**src/rtl/risc16ba.sv**
```systemverilog
// risc16ba: 16-bit, 8-register RISC core with an IF/RF/EX/WB pipeline.
// RF forwards from EX and WB; branches resolve in RF with a one-slot squash.

module risc16ba_reg_file (
  input  logic        clk,
  input  logic        rst,
  input  logic        we_i,
  input  logic [2:0]  wa_i,
  input  logic [15:0] wd_i,
  input  logic [2:0]  ra1_i,
  input  logic [2:0]  ra2_i,
  output logic [15:0] rd1_o,
  output logic [15:0] rd2_o
);
  logic [15:0] register [0:7];

  always_ff @(posedge clk) begin
    if (rst) begin
      for (int i = 0; i < 8; i++) register[i] <= '0;
    end else if (we_i) begin
      register[wa_i] <= wd_i;
    end
  end

  assign rd1_o = register[ra1_i];
  assign rd2_o = register[ra2_i];
endmodule

module risc16ba (
  input  logic        clk,
  input  logic        rst,
  output logic [15:0] iaddr,
  output logic        ioe,
  input  logic [15:0] idin,
  output logic [15:0] daddr,
  output logic        doe,
  input  logic [15:0] ddin,
  output logic [15:0] ddout,
  output logic        dwe0,
  output logic        dwe1
);
  typedef enum logic [3:0] {
    OP_NOP, OP_PASSB, OP_NOT, OP_XOR, OP_ADD, OP_SUB, OP_SL,
    OP_SR, OP_AND, OP_OR, OP_LD, OP_LBU, OP_ST, OP_SB
  } alu_op_e;

  function automatic alu_op_e decode(input logic [15:0] ir);
    alu_op_e op;
    op = OP_NOP;
    if (ir[15:11] == 5'b00000) begin
      case (ir[4:0])
        5'b00001: op = OP_PASSB;
        5'b00010: op = OP_NOT;
        5'b00011: op = OP_XOR;
        5'b00100: op = OP_ADD;
        5'b00101: op = OP_SUB;
        5'b01000: op = OP_SL;
        5'b01001: op = OP_SR;
        5'b01010: op = OP_AND;
        5'b01011: op = OP_OR;
        5'b10000: op = OP_ST;
        5'b10001: op = OP_LD;
        5'b10010: op = OP_SB;
        5'b10011: op = OP_LBU;
        default:  op = OP_NOP;
      endcase
    end else begin
      case (ir[15:11])
        5'b00001: op = OP_PASSB;
        5'b00100: op = OP_ADD;
        5'b00101: op = OP_AND;
        5'b00110: op = OP_OR;
        5'b00111: op = OP_PASSB;
        default:  op = OP_NOP;
      endcase
    end
    return op;
  endfunction

  function automatic logic writes_rd(input logic [15:0] ir);
    alu_op_e op;
    op = decode(ir);
    return !(op inside {OP_NOP, OP_ST, OP_SB});
  endfunction

  logic [15:0] if_pc, if_pc_d, if_ir, rf_pc;
  logic [15:0] rf_ir, rf_treg1, rf_treg2, rf_imm, rf_imm_d;
  logic [15:0] ex_ir, ex_result;
  logic [15:0] rd1, rd2, rd_fwd, rs_fwd, br_target;
  logic [15:0] alu_ain, alu_bin, alu_out;
  alu_op_e     alu_op;
  logic        reg_we, ex_we, br_taken, if_pc_we;

  assign if_pc_we = 1'b1;
  assign iaddr    = if_pc;
  assign ioe      = ~rst;

  risc16ba_reg_file reg_file_inst (
    .clk   (clk),
    .rst   (rst),
    .we_i  (reg_we),
    .wa_i  (ex_ir[10:8]),
    .wd_i  (ex_result),
    .ra1_i (if_ir[10:8]),
    .ra2_i (if_ir[7:5]),
    .rd1_o (rd1),
    .rd2_o (rd2)
  );

  assign ex_we  = writes_rd(rf_ir);
  assign reg_we = writes_rd(ex_ir);

  // Youngest producer wins: EX (incl. load data) over WB over the array.
  always_comb begin
    rd_fwd = rd1;
    rs_fwd = rd2;
    if (reg_we && ex_ir[10:8] == if_ir[10:8]) rd_fwd = ex_result;
    if (reg_we && ex_ir[10:8] == if_ir[7:5])  rs_fwd = ex_result;
    if (ex_we && rf_ir[10:8] == if_ir[10:8])  rd_fwd = alu_out;
    if (ex_we && rf_ir[10:8] == if_ir[7:5])   rs_fwd = alu_out;
  end

  always_comb begin
    rf_imm_d = {{8{if_ir[7]}}, if_ir[7:0]};
    case (if_ir[15:11])
      5'b00001: rf_imm_d = {if_ir[7:0], 8'h00};
      5'b00101,
      5'b00110,
      5'b00111: rf_imm_d = {8'h00, if_ir[7:0]};
      5'b11100: rf_imm_d = {{5{if_ir[10]}}, if_ir[10:0]};
      default:  rf_imm_d = {{8{if_ir[7]}}, if_ir[7:0]};
    endcase
  end

  always_comb begin
    br_taken = 1'b0;
    case (if_ir[15:11])
      5'b11000: br_taken = (rd_fwd != 16'h0000);
      5'b11001: br_taken = (rd_fwd == 16'h0000);
      5'b11010: br_taken = rd_fwd[15];
      5'b11011: br_taken = ~rd_fwd[15];
      5'b11100: br_taken = 1'b1;
      default:  br_taken = 1'b0;
    endcase
  end

  assign br_target = rf_pc + 16'd2 + rf_imm_d;
  assign if_pc_d   = br_taken ? br_target : if_pc + 16'd2;

  assign alu_op  = decode(rf_ir);
  assign alu_ain = rf_treg1;
  assign alu_bin = (rf_ir[15:11] == 5'b00000) ? rf_treg2 : rf_imm;

  always_comb begin
    alu_out = '0;
    case (alu_op)
      OP_PASSB: alu_out = alu_bin;
      OP_NOT:   alu_out = ~alu_bin;
      OP_XOR:   alu_out = alu_ain ^ alu_bin;
      OP_ADD:   alu_out = alu_ain + alu_bin;
      OP_SUB:   alu_out = alu_ain - alu_bin;
      OP_SL:    alu_out = {alu_bin[14:0], 1'b0};
      OP_SR:    alu_out = {1'b0, alu_bin[15:1]};
      OP_AND:   alu_out = alu_ain & alu_bin;
      OP_OR:    alu_out = alu_ain | alu_bin;
      OP_LD:    alu_out = ddin;
      OP_LBU:   alu_out = {8'h00, rf_treg2[0] ? ddin[7:0] : ddin[15:8]};
      default:  alu_out = '0;
    endcase
  end

  assign daddr = rf_treg2;
  assign doe   = ~rst & (alu_op == OP_LD || alu_op == OP_LBU);
  assign dwe0  = ~rst & (alu_op == OP_ST || (alu_op == OP_SB && !daddr[0]));
  assign dwe1  = ~rst & (alu_op == OP_ST || (alu_op == OP_SB && daddr[0]));
  assign ddout = (alu_op == OP_SB) ? {rf_treg1[7:0], rf_treg1[7:0]}
                                   : rf_treg1;

  always_ff @(posedge clk) begin
    if (rst) begin
      if_pc     <= '0;
      if_ir     <= '0;
      rf_pc     <= '0;
      rf_ir     <= '0;
      rf_treg1  <= '0;
      rf_treg2  <= '0;
      rf_imm    <= '0;
      ex_ir     <= '0;
      ex_result <= '0;
    end else begin
      if (if_pc_we) if_pc <= if_pc_d;
      if_ir     <= br_taken ? 16'h0000 : idin;
      rf_pc     <= if_pc;
      rf_ir     <= if_ir;
      rf_treg1  <= rd_fwd;
      rf_treg2  <= rs_fwd;
      rf_imm    <= rf_imm_d;
      ex_ir     <= rf_ir;
      ex_result <= alu_out;
    end
  end
endmodule

```
**config.mk**
```make
export PLATFORM = sky130hd
export DESIGN_NAME = risc16ba
export DESIGN_NICKNAME = d
export VERILOG_FILES = /design/src/rtl/risc16ba.sv
export SDC_FILE = /design/constraint.sdc
export NUM_CORES = 1
export LEC_CHECK = 0
export BUFFER_PORTS_ARGS = -buffer_cell sky130_fd_sc_hd__buf_2
export CAP_MARGIN = 25
export CELL_PAD_IN_SITES_DETAIL_PLACEMENT = 0
export CELL_PAD_IN_SITES_GLOBAL_PLACEMENT = 2
export CORE_AREA = 4 4 217 219
export DETAILED_ROUTE_END_ITERATION = 10
export DIE_AREA = 0 0 221 223
export PLACE_DENSITY = 0.77
export SETUP_SLACK_MARGIN = 0.2
export SKIP_CTS_REPAIR_TIMING = 1
export SLEW_MARGIN = 25
export SYNTH_ARGS = -nofsm -noshare
export SYNTH_HDL_FRONTEND = slang
export SYNTH_SLANG_ARGS = --single-unit
```
**constraint.sdc**
```tcl
create_clock -name clk -period 5.8 [get_ports clk]
set_input_delay 0.58 -clock clk [delete_from_list [all_inputs] [get_ports clk]]
set_output_delay 0.58 -clock clk [all_outputs]
set_load 0.02 [all_outputs]
```
**Yosys cells after proc, flatten, opt, wreduce, memory -nomap -nowiden**

Memories as Yosys holds them, arrays and structs flattened. A register that Yosys moved wholly into a read port is not among the register bits.
Index checks and enable logic that the tools add are counted.

- Bits in registers: 144
- RAM bits: 128
- Bits in read-only memories: 384
- Input bits: 34
- Output and inout port bits: 52
- Logic and storage cells: 121
- Memories kept: 4

Memory list:

| name | words | bits a word | rd ports | clocked after memory_dff | wr ports | line | RTL |
|---|---|---|---|---|---|---|---|
| (no name shown) | 32 | 4 | 1 | 1 | 0 | 51 | `case (ir[4:0])` |
| (no name shown) | 32 | 4 | 1 | 1 | 0 | 51 |  |
| (no name shown) | 32 | 4 | 1 | 1 | 0 | 51 |  |
| reg_file_inst.register | 8 | 16 | 2 | 2 | 8 | 15 | `logic [15:0] register [0:7];` |

- Add/subtract/negate cells: 5
- Eq/ne operators: 40
- Multiplexer cells: 29
- Bitwise gates (word level): 9
- Reduce and logical (&&, ||, !) cells: 25

Operators by type and width:

| operator | count |
|---|---|
| case mux 16 bit (11 select lines) | 1 |
| two-way mux 16 bit | 8 |
| equality test 5 x 3 -> 1 bit (second input constant) | 11 |
| case mux 16 bit (3 select lines) | 1 |
| equality test 4 bit (second input constant) | 10 |
| adder 16 bit | 2 |
| adder 16 x 2 -> 16 bit (second input constant) | 2 |
| case mux 4 bit (4 select lines) | 2 |
| equality test 5 bit (second input constant) | 5 |
| AND 16 bit | 1 |
| equality test 4 x 3 -> 1 bit (second input constant) | 4 |
| logical NOT 16 bit | 1 |
| NOT 16 bit | 1 |
| OR 16 bit | 1 |
| nonzero test 16 bit | 1 |
| OR reduction 16 bit | 1 |
| subtractor 16 bit | 1 |
| XOR 16 bit | 1 |
| equality test 5 x 1 -> 1 bit (second input constant) | 3 |
| two-way mux 5 bit | 3 |
| equality test 3 bit | 4 |
| two-way mux 4 bit | 3 |
| logical NOT 5 bit | 2 |
| two-way mux 3 bit | 3 |
| 14 further kinds | 36 |

**Longest topological paths before layout**

- Word-level depth: 14
- Depth in mapped cells: 26
- Mapped depth without buffers: 21

**Hierarchy**

A second synthesis with hierarchy kept.

- Cell total of the unflattened synthesis: 1623
- Area, all modules: 16950.0 um^2

By module, submodules not included:

| module | times used | cells an instance | area each (um^2) | seq. area each (um^2) |
|---|---|---|---|---|
| risc16ba | 1 | 1193 | 9975.8 | 2822.7 |
| risc16ba_reg_file | 1 | 430 | 6974.2 | 3843.7 |

**Worst setup path after synthesis**

No wires, ideal clock.

- Path kind: register to register
- Start point: register rf_ir[13]
- End point: register if_pc[0] (netlist: iaddr[0])
- Setup time: 0.121 ns
- Data arrival time: 5.813 ns
- Data required time: 5.679 ns
- Setup slack: -0.134 ns
- Stages on the path, launching flop included: 26
- Path buffers: 6
- Clock period less this slack: 5.934 ns
- Cell sequence: dfxtp_1 buf_2 nor3_4 nand2_1 clkbuf_1 clkbuf_1 mux2_2 nand3_1 nand2_1 xnor2_1 ha_1 clkbuf_1 a21o_1 a221o_1 a21oi_1 o21ai_0 xor2_1 a211oi_1 or4b_1 a22oi_1 a21oi_1 a211o_1 and3_1 buf_6 buf_6 mux2_4

- Cells in the longest elaborated chain, start to end: 12
- Elaborated cells on any way between the ends: 41
- Classes of those cells: add/sub: 2; eq/ne: 18; mux: 8; bitwise: 5; reduce/logical: 8

Ends and longest elaborated chain:

| item | line | RTL |
|---|---|---|
| start: declaration | 87 | `logic [15:0] rf_ir, rf_treg1, rf_treg2, rf_imm, rf_imm_d;` |
| start signal: assignment | 194 | `rf_ir <= if_ir;` |
| branches (longest 8 deep; another with subtractor 16 bit) | n/a |  |
| two-way mux 16 bit * | 119 | `if (ex_we && rf_ir[10:8] == if_ir[10:8]) rd_fwd = alu_out;` |
| logical NOT 16 bit (tied with other cells) | 139 | `5'b11001: br_taken = (rd_fwd == 16'h0000);` |
| case mux 1 bit (5 select lines) * | 137 | `case (if_ir[15:11])` |
| two-way mux 16 bit * | 148 | `assign if_pc_d = br_taken ? br_target : if_pc + 16'd2;` |
| end signal: assignment | 191 | `if (if_pc_we) if_pc <= if_pc_d;` |
| end: declaration | 86 | `logic [15:0] if_pc, if_pc_d, if_ir, rf_pc;` |

Mark *: on every way between the ends.
A chain may end at the register's enable or synchronous reset.

**Worst setup path after layout**

- Start point: register rf_ir[12]
- End point: register if_pc[13] (netlist: iaddr[13])

The elaborated chain is that of the path after synthesis.

==> flow_summary.toml <==
[synthesis]
yosysSeqAreaShare = 0.403
synth.avg_cell_area_sq_um = 10.1
synth_warnings = 0
ys_async_sr_fraction = 0
synthCells = 1645
synth_edf_count = 128
synth_fp_nets = 1759
synth-seq-cells = 269
syn_area_sq_um = 16600
ys.flop_type = "dfxtp_1"
synth_cell_types = 82

[floorplanning]
die_area_sq_um = 49300
num_rows = 78
fp.dieH_um = 223
die_w_um = 221
core_sq_um = 45100
num_io_pins = 86
initial_core_util = 0.367

[clock_tree]
clock_latency_ps = 570
cts.clk_slew.worst_paths_ps = 50
cts_tree = "done"
clock_path_buffers = 3
cts_buffers = 31
clock_sinks = 269
cts_root_buf = "clkbuf_16"
htreeDepth = 1

[worst_setup_path]
cp_max_fo = 16
arrival_ps = 5860
crit_path_start_kind = "register"
crit_required_ps = 6240
endpoint_kind = "register"
critical_path_class = "register to register"

[power]
powerDensity_nw_per_um2 = 287
total_power_mw = 5.46
p_leak_nw = 7.69
ir_worst_vdd_uv = 220

[timing]
finalHoldViolCount = 0
finalCritPeriodShare = 0.933
fmax_ghz = 0.185
relSlewSlack = 0.425
fin_crit_ps = 5410
skew_ps = 22.4
rsz0062_at_grt = "false"
slew_viol_final = 0
tightest_slew_ps = 862
setup_tns_ps = 0
timing.hold.ws_ps = 242
finalSetupViolCount = 0

[drt]
route.antenna.remaining_nets = 0
drt_iter0_drc = 1011
wire_per_inst_um = 23.8
first_pass_iters = 5
routed_wl_um = 56300
num_vias = 13000
vias_per_cell = 5.51
route.detailed.drc = 0

[global_routing]
antenna_found_initial = 0
track_usage = 0.221
grt_pass1_vias = 12900
grt_max_degree = 77
overflow = 0
grt_pass1_wl_um = 84000

[cells_and_area]
antenna_cells = 0
drive_gt1_frac = 0.211
area_growth_pct = 15.1
design_area_sq_um = 19000
nets = 1865

[worst_hold_path]
hp-class = "input port to register"

[placement]
placed_area_sq_um = 18000
dp_hpwl_um = 41300
io_buffers = 85
globalplace.congestion = 0.984

[outcome]
status = "finished clean"

[run]
maxCapViolCount = 0
[where the power goes]
part / internal [mW] / total (mW) / leakage, nW / switching, mW
logic: 0.609 / 1.47 / 4.78 / 0.862
registers: 2.09 / 2.24 / 2.48 / 0.147
clock network: 0.984 / 1.75 / 0.427 / 0.764
total: 3.69 / 5.46 / 7.69 / 1.77
[routing by layer]
metal  wire length (um)  share of wire  track usage  vias to the layer above
li1                   -              -            -                     6158
met1              25600           0.45        0.311                     6384
met2              26000           0.46        0.357                      400
met3               2730          0.049       0.0237                      106
met4               2050          0.036       0.0751                        0
met5                  0              0            0                        -
[worst paths after layout]
path                            startpoint        end  slack [ps]  cells past startpoint
worst max-delay path             rf_ir[12]  iaddr[13]         390                     22
worst min-delay path               idin[5]   if_ir[5]         240                      2
worst max register to register   rf_ir[12]  iaddr[13]         390                     22
worst min register to register   rf_ir[15]  ex_ir[15]         500                      1
[flip-flops by register name, indices dropped and copies added (netlist names), named ones only]
signal                  flops
alu_ain                    16
daddr                      16
ex_ir                       8
ex_result                  16
iaddr                      16
if_ir                      16
reg_file_inst.register    128
rf_imm                     16
rf_ir                      13
rf_pc                      16
[synth_stat cells (all sizes together), types with 9 or more instances]
library cell,n,area [sq um]
dfxtp,141,2820
nand3,35,175
edfxtp,128,3840
mux2,31,372
a31oi,16,100
a21o,9,67.6
nor3,39,206
a21oi,96,480
nor2b,45,282
xnor2,34,298
o21ai,50,250
and2,171,1070
mux4,64,1440
xor2,31,272
and3,10,62.6
a211oi,19,143
nand2b,9,56.3
nand2,69,259
a2111oi,11,103
buf,29,179
clkbuf,79,297
or3,13,81.3
nand4,10,62.6
inv,56,210
mux2i,66,664
or2,14,87.6
nor2,172,646
ha,78,976
[worst max-delay path: stages, from the launching register on]
cell,delay (ps)
dfxtp_1,310
buf_4,190
nor3_4,230
buf_12,150
buf_4,100
nand4_1,140
o32a_1,370
nor2_1,310
a21oi_1,140
xnor2_1,150
ha_1,370
nand2b_1,130
o22a_1,150
o22ai_1,100
a2111o_1,430
a311o_1,300
or4b_1,490
a22oi_2,200
a21oi_1,100
a211o_1,290
and3_4,190
buf_12,150
mux2_4,290
[cells by family after synthesis]
kind of cell	share of synthesized area
AOI/OAI and AO/OA	0.113
adders and majority gates	0.0614
DFF	0.403
and+or+nand+nor	0.198
muxes	0.150
buffers and inverters	0.0414
xor gates and xnor gates	0.0344
[cell usage in the layout, fill, tap and decap left out, types with 56 or more instances in the layout]
cell      synthesis  final
edfxtp_1        128    128
buf_4             8     95
mux2i_1          65     65
and2_1          171    171
dfxtp_1         141    137
buf_2             8     84
nand2_1          69     66
a21oi_1          96     94
inv_1            56     56
ha_1             78     75
mux4_2           64     64
nor2_1          172    170
[area by class of cell]
class,instances,area [sq um]
clock buffers,41,823
fillers,4460,26000
repair buffers,181,1170
well taps,600,751
inverters,56,210
multi-input cells,1212,9360
flip-flops and latches,269,6670
clock inverters,11,58.8
[through the flow]
| stage | worst slack (ps) | cells | utilization |
|---|---|---|---|
| floorplan | 210 | 1645 | - |
| global placement | -12.6 | 2313 | 0.399 |
| detailed placement | -126 | 2313 | 0.400 |
| CTS | -152 | 2365 | 0.419 |
| global route | 197 | 2370 | 0.422 |
| finish | 386 | 2370 | 0.422 |
(Power assumes the default switching activity.)
